<file path="src/rtl/loader_pkg.sv">
// Shared types and constants for the program loader.
//   state_e  : loader FSM states
//   ERR_*    : values reported on err_code
//   WORD_W   : processor word width
package loader_pkg;

  localparam int unsigned WORD_W = 16;

  localparam logic [1:0] ERR_NONE    = 2'd0;
  localparam logic [1:0] ERR_LEN     = 2'd1;
  localparam logic [1:0] ERR_TIMEOUT = 2'd2;
  localparam logic [1:0] ERR_CSUM    = 2'd3;

  typedef enum logic [2:0] {
    StLenHi,
    StLenLo,
    StDataHi,
    StDataLo,
    StCsum,
    StRun,
    StDone,
    StErr
  } state_e;

endpackage

</file>
<file path="src/rtl/byte_pair_assembler.sv">
// Packs consecutive hi/lo bytes into one word and pulses word_valid for one cycle
// after the lo byte is taken. With LOADER_CHECKSUM_EN it also keeps the running
// XOR of every data byte it is handed.
//   clk, rst    : clock, asynchronous active-high reset
//   byte_data   : incoming byte
//   hi_load     : capture byte_data as the high byte
//   lo_load     : combine held high byte with byte_data into word
//   acc_clear   : (checksum build) zero the running XOR
//   word        : last assembled word {hi, lo}
//   word_valid  : one-cycle pulse, word is fresh
//   csum        : (checksum build) XOR of all data bytes since acc_clear
module byte_pair_assembler
  import loader_pkg::*;
(
  input  logic              clk,
  input  logic              rst,
  input  logic [7:0]        byte_data,
  input  logic              hi_load,
  input  logic              lo_load,
`ifdef LOADER_CHECKSUM_EN
  input  logic              acc_clear,
  output logic [7:0]        csum,
`endif
  output logic [WORD_W-1:0] word,
  output logic              word_valid
);

  logic [7:0]        hi_q;
  logic [WORD_W-1:0] word_q;
  logic              word_valid_q;

  always_ff @(posedge clk or posedge rst) begin
    if (rst) begin
      hi_q         <= '0;
      word_q       <= '0;
      word_valid_q <= 1'b0;
    end else begin
      word_valid_q <= lo_load;
      if (hi_load) hi_q <= byte_data;
      if (lo_load) word_q <= {hi_q, byte_data};
    end
  end

  assign word       = word_q;
  assign word_valid = word_valid_q;

`ifdef LOADER_CHECKSUM_EN
  logic [7:0] csum_q;

  always_ff @(posedge clk or posedge rst) begin
    if (rst) begin
      csum_q <= '0;
    end else if (acc_clear) begin
      csum_q <= '0;
    end else if (hi_load || lo_load) begin
      csum_q <= csum_q ^ byte_data;
    end
  end

  assign csum = csum_q;
`endif

endmodule

</file>
<file path="src/rtl/program_loader.sv">
// Boot-stage loader: receives LEN_HI, LEN_LO, N x (HI, LO) [, CSUM] over a byte
// valid/ready handshake, writes the N words to processor memory at 0..N-1, then
// starts the processor and waits for it to finish (or time out).
// Optional feature macro: LOADER_CHECKSUM_EN (trailing XOR checksum byte).
//   clk, rst       : clock, asynchronous active-high reset
//   byte_valid/data: host byte stream; byte_ready accepts
//   clear          : leave DONE/ERR back to LEN_HI
//   mem_we/addr/wdata : one-cycle word write to processor memory
//   cpu_valid_in   : processor start; cpu_valid_out: processor finished
//   busy/done/err/err_code : host status
module program_loader
  import loader_pkg::*;
#(
  parameter int unsigned ADDR_W  = 8,
  parameter int unsigned TIMEOUT = 4096
) (
  input  logic              clk,
  input  logic              rst,
  input  logic              byte_valid,
  input  logic [7:0]        byte_data,
  output logic              byte_ready,
  input  logic              clear,
  output logic              mem_we,
  output logic [ADDR_W-1:0] mem_addr,
  output logic [WORD_W-1:0] mem_wdata,
  output logic              cpu_valid_in,
  input  logic              cpu_valid_out,
  output logic              busy,
  output logic              done,
  output logic              err,
  output logic [1:0]        err_code
);

  localparam int unsigned DEPTH = 2 ** ADDR_W;
  localparam int unsigned IdxW  = ADDR_W + 1;  // must hold N == DEPTH

  state_e            state_q, state_d;
  logic [1:0]        err_code_q, err_code_d;
  logic [7:0]        len_hi_q;
  logic [IdxW-1:0]   n_q, idx_q;
  logic [ADDR_W-1:0] mem_addr_q;
  logic [31:0]       run_cnt_q;
  logic              byte_ready_q, byte_ready_d;
  logic              cpu_valid_in_q, cpu_valid_in_d;
  logic              busy_q, busy_d, done_q, done_d, err_q, err_d;

  logic        xfer, hi_load, lo_load, len_bad, last_written, timeout_hit;
  logic [15:0] len_word;

  assign xfer     = byte_valid & byte_ready_q;
  assign hi_load  = (state_q == StDataHi) && xfer;
  assign lo_load  = (state_q == StDataLo) && xfer;
  assign len_word = {len_hi_q, byte_data};
  assign len_bad  = (len_word == 16'd0) || (32'(len_word) > DEPTH);
  // idx_q was bumped on the lo byte, so during the write it equals words written
  assign last_written = mem_we && (idx_q == n_q);
  assign timeout_hit  = (TIMEOUT != 0) && (run_cnt_q == TIMEOUT - 1);

`ifdef LOADER_CHECKSUM_EN
  logic       acc_clear;
  logic [7:0] csum;
  assign acc_clear = (state_q == StLenLo) && xfer;
`endif

  byte_pair_assembler u_asm (
    .clk        (clk),
    .rst        (rst),
    .byte_data  (byte_data),
    .hi_load    (hi_load),
    .lo_load    (lo_load),
`ifdef LOADER_CHECKSUM_EN
    .acc_clear  (acc_clear),
    .csum       (csum),
`endif
    .word       (mem_wdata),
    .word_valid (mem_we)
  );

  // State register
  always_ff @(posedge clk or posedge rst) begin
    if (rst) begin
      state_q    <= StLenHi;
      err_code_q <= ERR_NONE;
    end else begin
      state_q    <= state_d;
      err_code_q <= err_code_d;
    end
  end

  // Next-state logic
  always_comb begin
    state_d    = state_q;
    err_code_d = err_code_q;
    unique case (state_q)
      StLenHi: if (xfer) state_d = StLenLo;
      StLenLo: begin
        if (xfer) begin
          if (len_bad) begin
            state_d    = StErr;
            err_code_d = ERR_LEN;
          end else begin
            state_d = StDataHi;
          end
        end
      end
      StDataHi: begin
        if (last_written) begin
`ifdef LOADER_CHECKSUM_EN
          state_d = StCsum;
`else
          state_d = StRun;
`endif
        end else if (xfer) begin
          state_d = StDataLo;
        end
      end
      StDataLo: if (xfer) state_d = StDataHi;
      StCsum: begin
`ifdef LOADER_CHECKSUM_EN
        if (xfer) begin
          if (byte_data == csum) begin
            state_d = StRun;
          end else begin
            state_d    = StErr;
            err_code_d = ERR_CSUM;
          end
        end
`else
        state_d = StLenHi;
`endif
      end
      StRun: begin
        // valid_out wins over a coincident timeout
        if (cpu_valid_out) begin
          state_d = StDone;
        end else if (timeout_hit) begin
          state_d    = StErr;
          err_code_d = ERR_TIMEOUT;
        end
      end
      StDone, StErr: begin
        if (clear) begin
          state_d    = StLenHi;
          err_code_d = ERR_NONE;
        end
      end
      default: state_d = StLenHi;
    endcase
  end

  // Output logic, computed from the next state so every output is a flop
  always_comb begin
    byte_ready_d   = 1'b0;
    cpu_valid_in_d = 1'b0;
    busy_d         = 1'b1;
    done_d         = 1'b0;
    err_d          = 1'b0;
    unique case (state_d)
      StLenHi:                    begin byte_ready_d = 1'b1; busy_d = 1'b0; end
      StLenLo, StDataHi, StCsum:  byte_ready_d = !lo_load;
      StDataLo:                   byte_ready_d = 1'b1;
      StRun:                      cpu_valid_in_d = 1'b1;
      StDone:                     begin busy_d = 1'b0; done_d = 1'b1; end
      StErr:                      begin busy_d = 1'b0; err_d = 1'b1; end
      default:                    busy_d = 1'b0;
    endcase
  end

  always_ff @(posedge clk or posedge rst) begin
    if (rst) begin
      byte_ready_q   <= 1'b0;
      cpu_valid_in_q <= 1'b0;
      busy_q         <= 1'b0;
      done_q         <= 1'b0;
      err_q          <= 1'b0;
    end else begin
      byte_ready_q   <= byte_ready_d;
      cpu_valid_in_q <= cpu_valid_in_d;
      busy_q         <= busy_d;
      done_q         <= done_d;
      err_q          <= err_d;
    end
  end

  // Datapath: length, word index, write address, RUN cycle counter
  always_ff @(posedge clk or posedge rst) begin
    if (rst) begin
      len_hi_q   <= '0;
      n_q        <= '0;
      idx_q      <= '0;
      mem_addr_q <= '0;
      run_cnt_q  <= '0;
    end else begin
      if ((state_q == StLenHi) && xfer) len_hi_q <= byte_data;
      if ((state_q == StLenLo) && xfer) begin
        n_q   <= len_word[IdxW-1:0];
        idx_q <= '0;
      end
      if (lo_load) begin
        mem_addr_q <= idx_q[ADDR_W-1:0];
        idx_q      <= idx_q + 1'b1;
      end
      run_cnt_q <= (state_q == StRun) ? run_cnt_q + 32'd1 : 32'd0;
    end
  end

  assign byte_ready   = byte_ready_q;
  assign mem_addr     = mem_addr_q;
  assign cpu_valid_in = cpu_valid_in_q;
  assign busy         = busy_q;
  assign done         = done_q;
  assign err          = err_q;
  assign err_code     = err_code_q;

endmodule

</file>
<file path="config.mk">
export PLATFORM = sky130hd
export DESIGN_NAME = program_loader
export DESIGN_NICKNAME = d
export VERILOG_FILES = /design/src/rtl/loader_pkg.sv /design/src/rtl/byte_pair_assembler.sv /design/src/rtl/program_loader.sv
export SDC_FILE = /design/constraint.sdc
export NUM_CORES = 1
export LEC_CHECK = 0
export BUFFER_PORTS_ARGS = -buffer_cell sky130_fd_sc_hd__buf_2
export CAP_MARGIN = 40
export CORE_MARGIN = 2
export CORE_UTILIZATION = 50
export DETAILED_ROUTE_END_ITERATION = 8
export PLACE_DENSITY = 0.72
export SETUP_SLACK_MARGIN = 0.1
export SLEW_MARGIN = 30
export SYNTH_ARGS = -nofsm -noshare
export SYNTH_HDL_FRONTEND = slang
export SYNTH_SLANG_ARGS = --single-unit
export TNS_END_PERCENT = 50
</file>
<file path="constraint.sdc">
create_clock -name clk -period 8.1 [get_ports clk]
set_input_delay 1.62 -clock clk [delete_from_list [all_inputs] [get_ports clk]]
set_output_delay 1.62 -clock clk [all_outputs]
set_load 0.01 [all_outputs]
</file>
==> results of run 1 <==
-- state kept, by name, summed over array words and instances, names as in the netlist --
name and cells:
u_asm.word_valid 1, cpu_valid_in 1, run_cnt_q 32, u_asm.hi_q 8
busy 1, n_q 9, mem_addr 8, len_hi_q 8
state_q 3, err 1, done 1, u_asm.word 16
err_code 2, byte_ready 1, idx_q 9
-- area by class of cell --
type	count	area, µm²
clock buffer	9	124
clock inverter	7	71.3
fill	740	3710
inverter	14	55.1
multi-input combinational	280	1960
sequential	101	2530
tap	108	135
timing repair buffer	45	228
-- per-stage QoR --
step	std cells	area, µm²	setup slack, ps	utilization (%)
floorplan	410	4590	3830	-
global placement	548	4900	4590	55.6
detailed placement	548	4900	4540	55.7
CTS	564	5100	4920	57.9
global route	564	5100	4810	57.9
finish	564	5100	4910	57.9
-- path summary, 6_finish.rpt --
check	startpoint	endpoint
setup / recovery	byte_data[3]	busy
hold / removal	mem_addr[3]	mem_addr[3]
setup reg to reg	run_cnt_q[0]	err
hold reg to reg	mem_addr[3]	mem_addr[3]
max in group asynchronous	rst	u_asm.word[4]
min in group asynchronous	rst	run_cnt_q[8]
-- cells in the mapped netlist (all sizes together) (3+ instances only) --
| library cell | number |
|---|---|
| a22o | 3 |
| nor3 | 8 |
| xor2 | 16 |
| and4 | 3 |
| inv | 13 |
| xnor2 | 17 |
| or3 | 8 |
| mux2 | 47 |
| and2 | 4 |
| buf | 3 |
| a21oi | 9 |
| nor2 | 34 |
| nand3 | 21 |
| nand4 | 9 |
| mux2i | 6 |
| clkbuf | 12 |
| nand2b | 3 |
| dfrtp | 101 |
| o21ai | 18 |
| nand2 | 30 |
| and3 | 8 |
| a31oi | 3 |
| or4 | 4 |
| nor4 | 14 |
-- worst max-delay path, stage by stage --
cell,delay [ps]
buf_2,130
or4_1,530
or3_1,360
a311o_1,420
a41o_1,260
mux2i_1,150
-- metal layers --
layer  vias up  GRT usage [%]  part of all wire (%)
li1       1532              -                     -
met1      1605           28.4                    49
met2        57           29.2                    46
met3        13           3.76                   3.5
met4         0           7.90                   1.5
met5         -              0                     0
-- power by group --
group / internal, µW / switching [µW] / total [µW]
Combinational: 239 / 237 / 476
Clock: 122 / 193 / 315
Sequential: 656 / 121 / 777
-- cell families (layout without fill, tap and decap cells) --
| logic type | Yosys count | in the layout | share of synthesized area (%) |
|---|---|---|---|
| and+or+nand+nor | 150 | 150 | 16.9 |
| DFF | 101 | 101 | 55.1 |
| muxes | 53 | 53 | 12.8 |
| AOI/OAI and AO/OA | 42 | 42 | 5.94 |
| xor gates and xnor gates | 33 | 33 | 6.30 |
| buffers and inverters | 29 | 75 | 2.43 |
| adders and majority gates | 2 | 2 | 0.545 |
-- cell usage in the layout, fill, tap and decap left out, drive strengths merged --
cell     netlist  layout
nand2         30      30
inv           13      19
nor2          34      34
dfrtp        101     101
xnor2         17      17
a22oi          1       1
a22o           3       3
mux2          47      47
a31oi          3       3
xor2          16      16
a211oi         1       1
a21boi         1       1
clkbuf        12       9
o31ai          1       1
and4           3       3
and2           4       4
clkinv         1       2
nor3           8       8
buf            3      45
or3            8       8
and4b          1       1
o21ai         18      18
and3           8       8
nand2b         3       3
nand3         21      21
mux2i          6       6
nand4          9       9
or2            2       2
or4            4       4
a21oi          9       9
nor2b          1       1
a2bb2oi        1       1
nor4          14      14
a32o           1       1
a41o           1       1
a311oi         1       1
a311o          1       1
ha             2       2
==> results.yml, run 1 <==
sta:
  tightest_slew_ps: 749
  slew_violations: 0
  rsz0062_at_grt: "false"
  max_slew_margin_pct: 49.9
  holdWs_ps: 492
  max_freq_mhz: 314
  skew_ps: 16.3
  setup_viol: 0
  fin_tns_setup_ps: 0
  hold_violations: 0
  period_share_pct: 39.3
  fin_crit_ps: 3190
clocking:
  clkTransAtPathRegs_ps: 110
  numClockSinks: 101
  cts_buffers: 9
  holdBufCountCts: 0
  root_buffer: "clkbuf_8"
  clockBufferDepth: 2
  ctsHtreeMaxLevel: 3
  insertion_delay_ps: 380
  cts_setup_buffers: 0
  cts_tree: "built"
  cts_resized: 0
setup_path:
  reg2reg_slack_ps: 5520
  r2r_cells: 6
  arrival_ps: 3470
  crit_fanout: 6
  required_ps: 8390
  startpoint_type: "input port"
  crit_type: "in2reg"
  end_kind: "register"
synthesis:
  syn_avg_cell_area_um2: 11.2
  ys_warn_count: 0
  synth_cell_types: 44
  synth_edf_count: 0
  syn-instance-count: 410
  ys_seq_area_share_pct: 55.1
  synth_area_leaders: "dfrtp_1, mux2_2, xnor2_1, xor2_1, nor2_1"
  synthArstFlopShare_pct: 100
  ys_ff_latch: 101
  netlist_area_um2: 4590
  synth_fp_nets: 425
  synth_top_area_share_pct: 55.1
  synth_area_leader_cell: "dfrtp_1"
  synthFlopType: "dfrtp_1"
power_and_ir_drop:
  power.leakage_uw: 0.00226
  max-vdd-ir-drop_mv: 0.176
  finalPower_uw: 1570
  power_density_nw_per_um2: 308
die:
  rows: 34
  dieArea_um2: 9960
  fp.dieW_um: 99.8
  core_um2: 8810
  io_pins: 45
  die_h_um: 99.8
  initial_core_util_pct: 52.1
min_path:
  hp-class: "reg2reg"
  hold_depth: 2
cells_and_area:
  n_antenna_cell: 0
  fin_nets: 466
  drive_above_1_share_pct: 25.2
  syn_to_final_growth_pct: 11.0
route:
  post_drt_wl_per_cell_um: 15.8
  ant_nets: 0
  drt-initial-drc-count: 167
  vias: 3207
  dr.pass1.iters: 4
  drt-total-wl_um: 8890
  via_per_inst: 5.69
  drc: 0
grt:
  grt_max_degree: 52
  grt_overflow: 0
  grt_pass1_wl_um: 15400
  grt_antenna_before_repair: 0
  track_usage_pct: 19.6
  grt_pass1_vias: 3165
placed_design:
  port_buffers: 44
  hpwl_um: 6240
  place.gp.congestion: 0.821
status:
  status: "finished clean"
job:
  drv_cap: 0
(Power assumes the default switching activity.)
==> run 2: changes to the inputs <==
Settings changed: PLACE_DENSITY 0.72 to 0.75.
Clock period 8.1 ns to 2.57 ns, I/O delays scaled along.
==> run 2 against run 1 <==
Net effect: total power increased to 3.4 times the previous value; combinational power grew to 3.3 times the previous value; non-clock buffer count increased by 8; via count rose by 1.2%; sequential share of layout area down 1.5 points; wire length rose by 3.3%; register-to-register slack worse by 5200 ps; final cell count up 1.4%; first-iteration DRC count grew 64%; critical path type is now reg2reg.
==> results.yml, run 2 (same netlist as run 1, synthesis figures left out) <==
status:
  status: "finished clean"
die:
  core_um2: 8810
  rows: 34
  initial_core_util_pct: 52.1
  die_h_um: 99.8
  dieArea_um2: 9960
  io_pins: 45
  fp.dieW_um: 99.8
sta:
  layout_setup_ws_ps: 281
  hold_violations: 0
  skew_ps: 11.1
  fin_crit_ps: 2290
  max_freq_mhz: 437
  fin_tns_setup_ps: 0
  max_slew_margin_pct: 66.3
  tightest_slew_ps: 505
  slew_violations: 0
  holdWs_ps: 300
  setup_viol: 0
  period_share_pct: 89.1
  rsz0062_at_grt: "true"
setup_path:
  arrival_ps: 2520
  crit_type: "reg2reg"
  crit_fanout: 10
  end_kind: "register"
  slowest_stage: "dfrtp_1"
  critical_path.max_stage_delay_ps: 430
  startpoint_type: "register"
  required_ps: 2800
  path_cells: "ha_1 > and2_1 > nand4_1 > buf_4 > nor4_1 > xnor2_1 > nor2_1"
  r2r_cells: 7
clocking:
  clkTransAtPathRegs_ps: 90
  insertion_delay_ps: 360
  holdBufCountCts: 0
  cts_buffers: 9
  cts_resized: 0
  cts_tree: "built"
  cts_setup_buffers: 0
  ctsHtreeMaxLevel: 3
  clockBufferDepth: 2
  numClockSinks: 101
  root_buffer: "clkbuf_8"
cells_and_area:
  fill_cells: 742
  n_antenna_cell: 0
  max_flop_register: "run_cnt_q"
  largest_reg_flops: 32
  final_common_cell: "dfrtp_1"
  syn_to_final_growth_pct: 14.6
  drive_above_1_share_pct: 26.3
  mostFrequentLayoutCells: "dfrtp_1, mux2_2, buf_2"
  fin_nets: 474
grt:
  grt_overflow: 0
  track_usage_pct: 20.0
  grt_pass1_vias: 3221
  grt_antenna_before_repair: 0
  grt_max_degree: 102
  grt_pass1_wl_um: 15900
route:
  drc: 0
  via_per_inst: 5.68
  drt-total-wl_um: 9180
  dr.pass1.iters: 4
  ant_nets: 0
  post_drt_wl_per_cell_um: 16.1
  vias: 3247
  drt-initial-drc-count: 274
power_and_ir_drop:
  max-vdd-ir-drop_mv: 0.613
  power_density_nw_per_um2: 1010
  power.leakage_uw: 0.00233
placed_design:
  port_buffers: 44
  place_ws_ps: 101
  place.gp.congestion: 0.843
  hpwl_um: 6300
job:
  drv_cap: 0
min_path:
  hp-class: "in2async"
run 2: changes by cell type in the layout (fill, tap and decap cells not counted), moves of 2 or more:
cell	previous run	this run
bufinv_16	0	4
clkinvlp_4	0	2
buf_12	0	2
inv_6	5	2
nand2_1	28	30
nand2_2	2	0
buf_4	1	7
run 2: path summary, 6_finish.rpt:
path / slack [ps] / startpoint / to
setup reg to reg: 280 / run_cnt_q[0] / run_cnt_q[26]
hold / removal: 300 / rst / run_cnt_q[8]
min in group clk: 440 / byte_data[0] / u_asm.word[0]
setup / recovery: 280 / run_cnt_q[0] / run_cnt_q[26]
max in group asynchronous: 1900 / rst / run_cnt_q[26]
hold reg to reg: 490 / mem_addr[3] / mem_addr[3]
run 2: stage by stage:
stage / area [µm²] / instances / util (%) / total power (µW)
final: 5260 / 572 / 59.7 / 5330
after floorplan: 4590 / 410 / - / 3480
after detailed placement: 4980 / 556 / 56.6 / 4040
after global routing: 5260 / 572 / 59.7 / 5630
after CTS: 5250 / 572 / 59.6 / 5370
after global placement: 4980 / 556 / 56.6 / 3970
run 2: critical path: cells and delay by family, from the launching register on:
family        cells  cell delay, ps
fa+ha+maj         1             230
simple gates      4            1020
buf+inv           1             310
flops             1             430
xor+xnor          1             170
run 2: routing by layer:
| layer | wire [µm] | vias to the layer above | GRT usage (%) | share of wire (%) |
|---|---|---|---|---|
| li1 | - | 1545 | - | - |
| met1 | 4400 | 1624 | 28.8 | 48 |
| met2 | 4280 | 62 | 30.7 | 47 |
| met3 | 338 | 16 | 2.79 | 3.7 |
| met4 | 157 | 0 | 8.64 | 1.7 |
| met5 | 0 | - | 0 | 0 |
run 2: area by class of cell:
class                      instances  area, µm²  area share, %
timing repair buffer              53        313           5.95
sequential                       101       2530           48.1
clock inverter                     7        145           2.76
inverter                          14       56.3           1.07
clock buffer                       9        124           2.36
tap                              108        135           2.57
multi-input combinational        280       1960           37.2
run 2: power by group:
| group | switching [µW] | internal [µW] | total (µW) |
|---|---|---|---|
| Combinational | 782 | 790 | 1570 |
| Sequential | 376 | 2070 | 2440 |
| Clock | 559 | 752 | 1310 |
